--- src/rtl/bp_cce_dir_inv_walker.sv ---
// ---------------------------------------------------------------------------
// bp_cce_dir_inv_walker
//
// Invalidation sequencer on the initiator side of the CCE directory
// interface. One request names a block address and a requesting LCE. The
// walker reads the way-group from the directory and latches the sharers
// vector with the requester masked out. It then visits each remaining
// sharer in ascending LCE order. For each one it sends an invalidate
// command to the LCE, then writes that LCE's directory entry to Invalid.
//
// Optional feature macro: BP_CCE_DIR_INV_WALKER_OVERLAP_EN
//   When defined, the directory write is folded into the invalidate
//   handshake cycle if the directory is free. This brings the cost down to
//   2 cycles per sharer. When undefined, WRITE is always its own state.
//
// Ports
//   clk_i, reset_i              clock, asynchronous active-high reset
//   start_v_i / start_ready_o   request handshake (addr_i, req_lce_i)
//   dir_busy_i                  directory cannot take a command this cycle
//   dir_r_v_o                   read-way-group command
//   dir_w_v_o                   entry write (dir_lce_o, dir_way_o,
//                               dir_coh_state_o = Invalid)
//   dir_addr_o                  latched block address
//   dir_sharers_*_i             returned sharers vector (hits, ways)
//   inv_v_o / inv_ready_i       invalidate command (inv_lce_o, inv_way_o,
//                               inv_addr_o)
//   done_v_o                    one-cycle completion pulse
//   done_count_o                invalidates issued; held until next start
// ---------------------------------------------------------------------------
module bp_cce_dir_inv_walker #(
  parameter int num_lce_p         = 4,
  parameter int lce_assoc_width_p = 3,
  parameter int paddr_width_p     = 40,
  parameter int coh_state_width_p = 3,
  localparam int lce_id_width_lp  = (num_lce_p > 1) ? $clog2(num_lce_p) : 1
) (
  input  logic                                   clk_i,
  input  logic                                   reset_i,
  input  logic                                   start_v_i,
  output logic                                   start_ready_o,
  input  logic [paddr_width_p-1:0]               addr_i,
  input  logic [lce_id_width_lp-1:0]             req_lce_i,
  input  logic                                   dir_busy_i,
  output logic                                   dir_r_v_o,
  output logic                                   dir_w_v_o,
  output logic [paddr_width_p-1:0]               dir_addr_o,
  output logic [lce_id_width_lp-1:0]             dir_lce_o,
  output logic [lce_assoc_width_p-1:0]           dir_way_o,
  output logic [coh_state_width_p-1:0]           dir_coh_state_o,
  input  logic                                   dir_sharers_v_i,
  input  logic [num_lce_p-1:0]                   dir_sharers_hits_i,
  input  logic [num_lce_p*lce_assoc_width_p-1:0] dir_sharers_ways_i,
  output logic                                   inv_v_o,
  input  logic                                   inv_ready_i,
  output logic [lce_id_width_lp-1:0]             inv_lce_o,
  output logic [lce_assoc_width_p-1:0]           inv_way_o,
  output logic [paddr_width_p-1:0]               inv_addr_o,
  output logic                                   done_v_o,
  output logic [lce_id_width_lp:0]               done_count_o
);

  localparam int cnt_width_lp = lce_id_width_lp + 1;

  typedef enum logic [2:0] {
    e_idle, e_read, e_wait, e_scan, e_inv, e_write, e_done
  } state_e;

  state_e                                 state_q, state_d;
  logic [paddr_width_p-1:0]               addr_q, addr_d;
  logic [lce_id_width_lp-1:0]             req_lce_q, req_lce_d;
  logic [lce_id_width_lp-1:0]             cur_lce_q, cur_lce_d;
  logic [num_lce_p-1:0]                   pending_q, pending_d;
  logic [num_lce_p*lce_assoc_width_p-1:0] ways_q, ways_d;
  logic [cnt_width_lp-1:0]                count_q, count_d;

  logic [num_lce_p-1:0]         req_mask, cur_mask;
  logic [lce_id_width_lp-1:0]   scan_lce;
  logic [lce_assoc_width_p-1:0] cur_way;
  logic [cnt_width_lp-1:0]      count_inc;

  // A requester id outside the LCE range matches no bit, so nothing is masked.
  // The encoder walks downward so that the lowest pending bit is written last.
  always_comb begin
    req_mask = '0;
    cur_mask = '0;
    scan_lce = '0;
    cur_way  = '0;
    for (int i = 0; i < num_lce_p; i++) begin
      req_mask[i] = (req_lce_q == lce_id_width_lp'(i));
      cur_mask[i] = (cur_lce_q == lce_id_width_lp'(i));
      if (cur_lce_q == lce_id_width_lp'(i))
        cur_way = ways_q[i*lce_assoc_width_p +: lce_assoc_width_p];
    end
    for (int i = num_lce_p - 1; i >= 0; i--)
      if (pending_q[i]) scan_lce = lce_id_width_lp'(i);
  end

  // The count saturates at num_lce_p.
  assign count_inc = (count_q == cnt_width_lp'(num_lce_p)) ? count_q : count_q + 1'b1;

  // NOTE: every signal driven here gets a default first. A path that leaves
  // one unassigned would infer a latch.
  always_comb begin
    state_d       = state_q;
    addr_d        = addr_q;
    req_lce_d     = req_lce_q;
    cur_lce_d     = cur_lce_q;
    pending_d     = pending_q;
    ways_d        = ways_q;
    count_d       = count_q;
    start_ready_o = 1'b0;
    dir_r_v_o     = 1'b0;
    dir_w_v_o     = 1'b0;
    inv_v_o       = 1'b0;
    done_v_o      = 1'b0;

    unique case (state_q)
      e_idle: begin
        start_ready_o = 1'b1;
        if (start_v_i) begin
          addr_d    = addr_i;
          req_lce_d = req_lce_i;
          count_d   = '0;
          state_d   = e_read;
        end
      end
      e_read: begin
        dir_r_v_o = ~dir_busy_i;
        if (!dir_busy_i) state_d = e_wait;
      end
      e_wait: begin
        if (dir_sharers_v_i) begin
          pending_d = dir_sharers_hits_i & ~req_mask;
          ways_d    = dir_sharers_ways_i;
          state_d   = e_scan;
        end
      end
      e_scan: begin
        if (pending_q == '0) begin
          state_d = e_done;
        end else begin
          cur_lce_d = scan_lce;
          state_d   = e_inv;
        end
      end
      e_inv: begin
        inv_v_o = 1'b1;
        if (inv_ready_i) begin
          count_d = count_inc;
`ifdef BP_CCE_DIR_INV_WALKER_OVERLAP_EN
          if (!dir_busy_i) begin
            dir_w_v_o = 1'b1;
            pending_d = pending_q & ~cur_mask;
            state_d   = e_scan;
          end else begin
            state_d   = e_write;
          end
`else
          state_d = e_write;
`endif
        end
      end
      e_write: begin
        dir_w_v_o = ~dir_busy_i;
        if (!dir_busy_i) begin
          pending_d = pending_q & ~cur_mask;
          state_d   = e_scan;
        end
      end
      e_done: begin
        done_v_o = 1'b1;
        state_d  = e_idle;
      end
      default: state_d = e_idle;
    endcase
  end

  // NOTE: the latched ways and pending bits are reset along with the state.
  // Every command field therefore reads zero right after reset.
  always_ff @(posedge clk_i or posedge reset_i) begin
    if (reset_i) begin
      state_q   <= e_idle;
      addr_q    <= '0;
      req_lce_q <= '0;
      cur_lce_q <= '0;
      pending_q <= '0;
      ways_q    <= '0;
      count_q   <= '0;
    end else begin
      // NOTE: non-blocking assignments, so every register samples the
      // pre-edge value of every other register.
      state_q   <= state_d;
      addr_q    <= addr_d;
      req_lce_q <= req_lce_d;
      cur_lce_q <= cur_lce_d;
      pending_q <= pending_d;
      ways_q    <= ways_d;
      count_q   <= count_d;
    end
  end

  assign dir_addr_o      = addr_q;
  assign dir_lce_o       = cur_lce_q;
  assign dir_way_o       = cur_way;
  assign dir_coh_state_o = '0;
  assign inv_lce_o       = cur_lce_q;
  assign inv_way_o       = cur_way;
  assign inv_addr_o      = addr_q;
  assign done_count_o    = count_q;

endmodule

--- config.mk ---
export PLATFORM = sky130hd
export DESIGN_NAME = bp_cce_dir_inv_walker
export DESIGN_NICKNAME = d
export VERILOG_FILES = /design/src/rtl/bp_cce_dir_inv_walker.sv
export SDC_FILE = /design/constraint.sdc
export NUM_CORES = 1
export LEC_CHECK = 0
export CORE_ASPECT_RATIO = 1.2
export CORE_MARGIN = 2
export CORE_UTILIZATION = 37
export CTS_CLUSTER_DIAMETER = 150
export CTS_CLUSTER_SIZE = 25
export DETAILED_ROUTE_END_ITERATION = 8
export PLACE_DENSITY = 0.82
export SYNTH_ARGS = -nofsm -noshare
export SYNTH_HDL_FRONTEND = slang
export SYNTH_SLANG_ARGS = --single-unit
--- constraint.sdc ---
create_clock -name clk_i -period 5.9 [get_ports clk_i]
set_clock_uncertainty 0.1 [all_clocks]
set_input_delay 0.59 -clock clk_i [delete_from_list [all_inputs] [get_ports clk_i]]
set_output_delay 0.59 -clock clk_i [all_outputs]
set_load 0.02 [all_outputs]
==> impl_metrics.csv <==
group,metric,value,unit
setup_path,reg2reg_from,"state_q[0]",
global_route,grt_antenna_before_repair,0,
power,power.total,2.85,mW
logic_synthesis,synth_xor_area_frac,0,
logic_synthesis,synth_area_leaders,"dfrtp_1, mux2_1, buf_4, nand2_1, buf_6",
setup_path,critPathMaxFanout,15,
detailed_routing,vias,2419,
sta,rsz0062_at_grt,"no",
clock_tree,clock_path_buffers,2,
cells_and_area,regArea,0.00165,mm^2
sta,finalSetupTns,0,ps
sta,period_share,0.466,
sta,fin_hold_ws,375,ps
detailed_routing,dr.pass1.iters,4,
clock_tree,clk_pin_slew,70,ps
detailed_routing,ant_nets,0,
setup_path,worstPathRequired,5210,ps
power,peakVddDrop,312,uV
cells_and_area,nNetsFinal,463,
detailed_routing,first_iter_violations,64,
clock_tree,cts_tree,"yes",
sta,setup_viol,0,
setup_path,critical_path_class,"flop to primary output",
logic_synthesis,synthTopCellsByCount,"dfrtp_1, buf_4, mux2_1",
logic_synthesis,synthMuxAreaShare,0.166,
power,switching_share,0.414,
detailed_routing,drc_errors,0,
logic_synthesis,yosys.area.top_type,"dfrtp_1",
logic_synthesis,yosysMostFrequentCell,"dfrtp_1",
floorplanning,rows,37,
power,pwr-share-seq,0.314,
logic_synthesis,yosys.cell_types.count,40,
floorplanning,ios,165,
cells_and_area,final_layout_size_suffix_gt1_frac,0.0599,
logic_synthesis,netlist_area,0.00326,mm^2
logic_synthesis,synth-main-ff-cell,"dfrtp_1",
setup_path,r2r_end,"dir_addr_o[20]",
logic_synthesis,synth_simple_gate_area_frac,0.124,
logic_synthesis,synthAdderAreaFrac,0.00768,
setup_path,rr_worst_depth,3,
job,cap_viol_max_count,0,
sta,worst_pin_slew,803,ps
clock_tree,post_cts_buffers,0,
floorplanning,die_h,107,um
floorplanning,start_util,0.381,
logic_synthesis,synth_top_family_by_area,"multiplexers",
floorplanning,dieArea,0.00958,mm^2
logic_synthesis,synth_compound_area_frac,0.0449,
cells_and_area,multi_input_area,0.00113,mm^2
setup_path,crit_path_end_kind,"primary output",
floorplanning,die_w,89.7,um
logic_synthesis,synth_edf_count,0,
clock_tree,htreeDepth,3,
clock_tree,clk_latency,340,ps
global_route,grt_pass1_wl,11.6,mm
cells_and_area,antenna_cells,0,
logic_synthesis,yosysWarnings,0,
logic_synthesis,yosysSeqAreaShare,0.507,
power,power_switching,1.18,mW
cells_and_area,fin_cells,518,
sta,hold_viol,0,
detailed_routing,wirelength,7.44,mm
hold_path,hold_path.class,"flop to flop",
power,p_comb_frac,0.576,
place,hpwl,5.62,mm
setup_path,cp.arrival,2060,ps
cells_and_area,utilization,0.554,
place,io_buffers,161,
run_status,status,"finished, final reports clean",
setup_path,reg2reg_slack,3690,ps
power,p_int,1.67,mW
hold_path,hp-start,"ways_q[11]",
clock_tree,cts_hold_buf,0,
place,place.gp.congestion,0.891,
floorplanning,fp.coreArea,0.00856,mm^2
clock_tree,cts_buffers,9,
power,p_per_area,601,mW/mm^2
global_route,grt_pass1_vias,2542,
cells_and_area,fill_cells,739,
global_route,grt.total_usage,0.156,
sta,fmax,364,MHz
logic_synthesis,synth_top_area_frac,0.507,
place,dp_cells,503,
logic_synthesis,ys_seq_elements,66,
sta,min_period,2750,ps
hold_path,whs_path_depth,2,
setup_path,cp-startpoint,"state_q[0]",
cells_and_area,area.growth.synth_to_final,45.5,%
hold_path,whs_endpoint,"ways_q[11]",
global_route,grt_start_max_net_pins,67,
global_route,overflow,0,
detailed_routing,viasPerCell,4.67,
detailed_routing,routedWlPerCell,14.4,um
clock_tree,postCtsResizedCells,0,
logic_synthesis,synthCells,282,
setup_path,critPathLaunchType,"flop",
logic_synthesis,syn_area_per_cell,11.6,um^2
power,p_leak,2.01,nW
sta,slew_viol_final,0,
sta,max_slew_margin,0.465,
clock_tree,cts_root_buf,"clkbuf_8",
power,p_clk_frac,0.110,
logic_synthesis,async_flop_share,1.00,
clock_tree,cts_sinks,66,
[critical path, stage by stage, from the launching register on]
cell,delay (ps)
dfrtp_1,540
or2_1,440
nor2_1,140
clkdlybuf4s50_1,610
[how the worst max path moves through the flow]
stage | end | cells past startpoint
2_1_floorplan | dir_addr_o[0] | 1
3_3_place_gp | dir_w_v_o | 4
3_5_place_dp | dir_w_v_o | 4
4_1_cts | start_ready_o | 3
5_1_grt | start_ready_o | 3
6_report | start_ready_o | 3
[layout make-up]
type                            count  area share
Multi-Input combinational cell    148       0.239
Sequential cell                    66       0.348
Clock buffer                       11      0.0277
Inverter                            9     0.00712
Timing Repair Buffer              163       0.343
Clock inverter                      4     0.00422
Tap cell                          117      0.0309
[layer usage]
metal,GRT usage,up-vias,routed length (um)
met5,0,-,0
met2,0.288,92,4160
li1,-,1137,-
met4,0.0704,0,106
met3,0.0331,10,525
met1,0.162,1180,2650
[registers in the layout, indices dropped and copies added, names as in the netlist]
name          cells
done_count_o      3
ways_q           12
state_q           3
dir_addr_o       40
pending_q         4
dir_lce_o         2
req_lce_q         2
[layout by cell type, fill, tap and decap left out, types with 3 or more instances in the layout]
cell / instances
o2111ai_1: 4
conb_1: 3
clkdlybuf4s50_1: 161
mux2_1: 42
clkinv_2: 4
inv_1: 8
nand2b_1: 4
clkbuf_8: 9
nand2_1: 41
nor2_1: 5
mux4_2: 3
dfrtp_1: 66
nand3_1: 11
[logic make-up (layout without fill, tap and decap cells)]
group	count (synthesis)	count (layout)
multiplexers	45	45
other	1	3
adder cells (fa/ha/maj)	2	2
AO/OA/AOI/OAI	19	19
flip-flops	66	66
buffers and inverters	70	187
AND/OR/NAND/NOR	79	79
[metrics by stage]
stage               instance area [um^2]  setup WS, ps
global route                        4740          3040
global placement                    4590          3230
detailed placement                  4590          3170
finish                              4740          3150
floorplan                           3270          3560
CTS                                 4740          3120
[power groups by stage]
stage               sequential (mW)  combinational [mW]  clock (mW)
floorplan                      1.03               0.933           0
global placement              0.889                1.63           0
detailed placement            0.905                1.66           0
CTS                           0.899                1.67       0.322
global route                  0.935                1.75       0.343
finish                        0.895                1.64       0.314
Note: power is estimated with default switching activity, not from simulation.
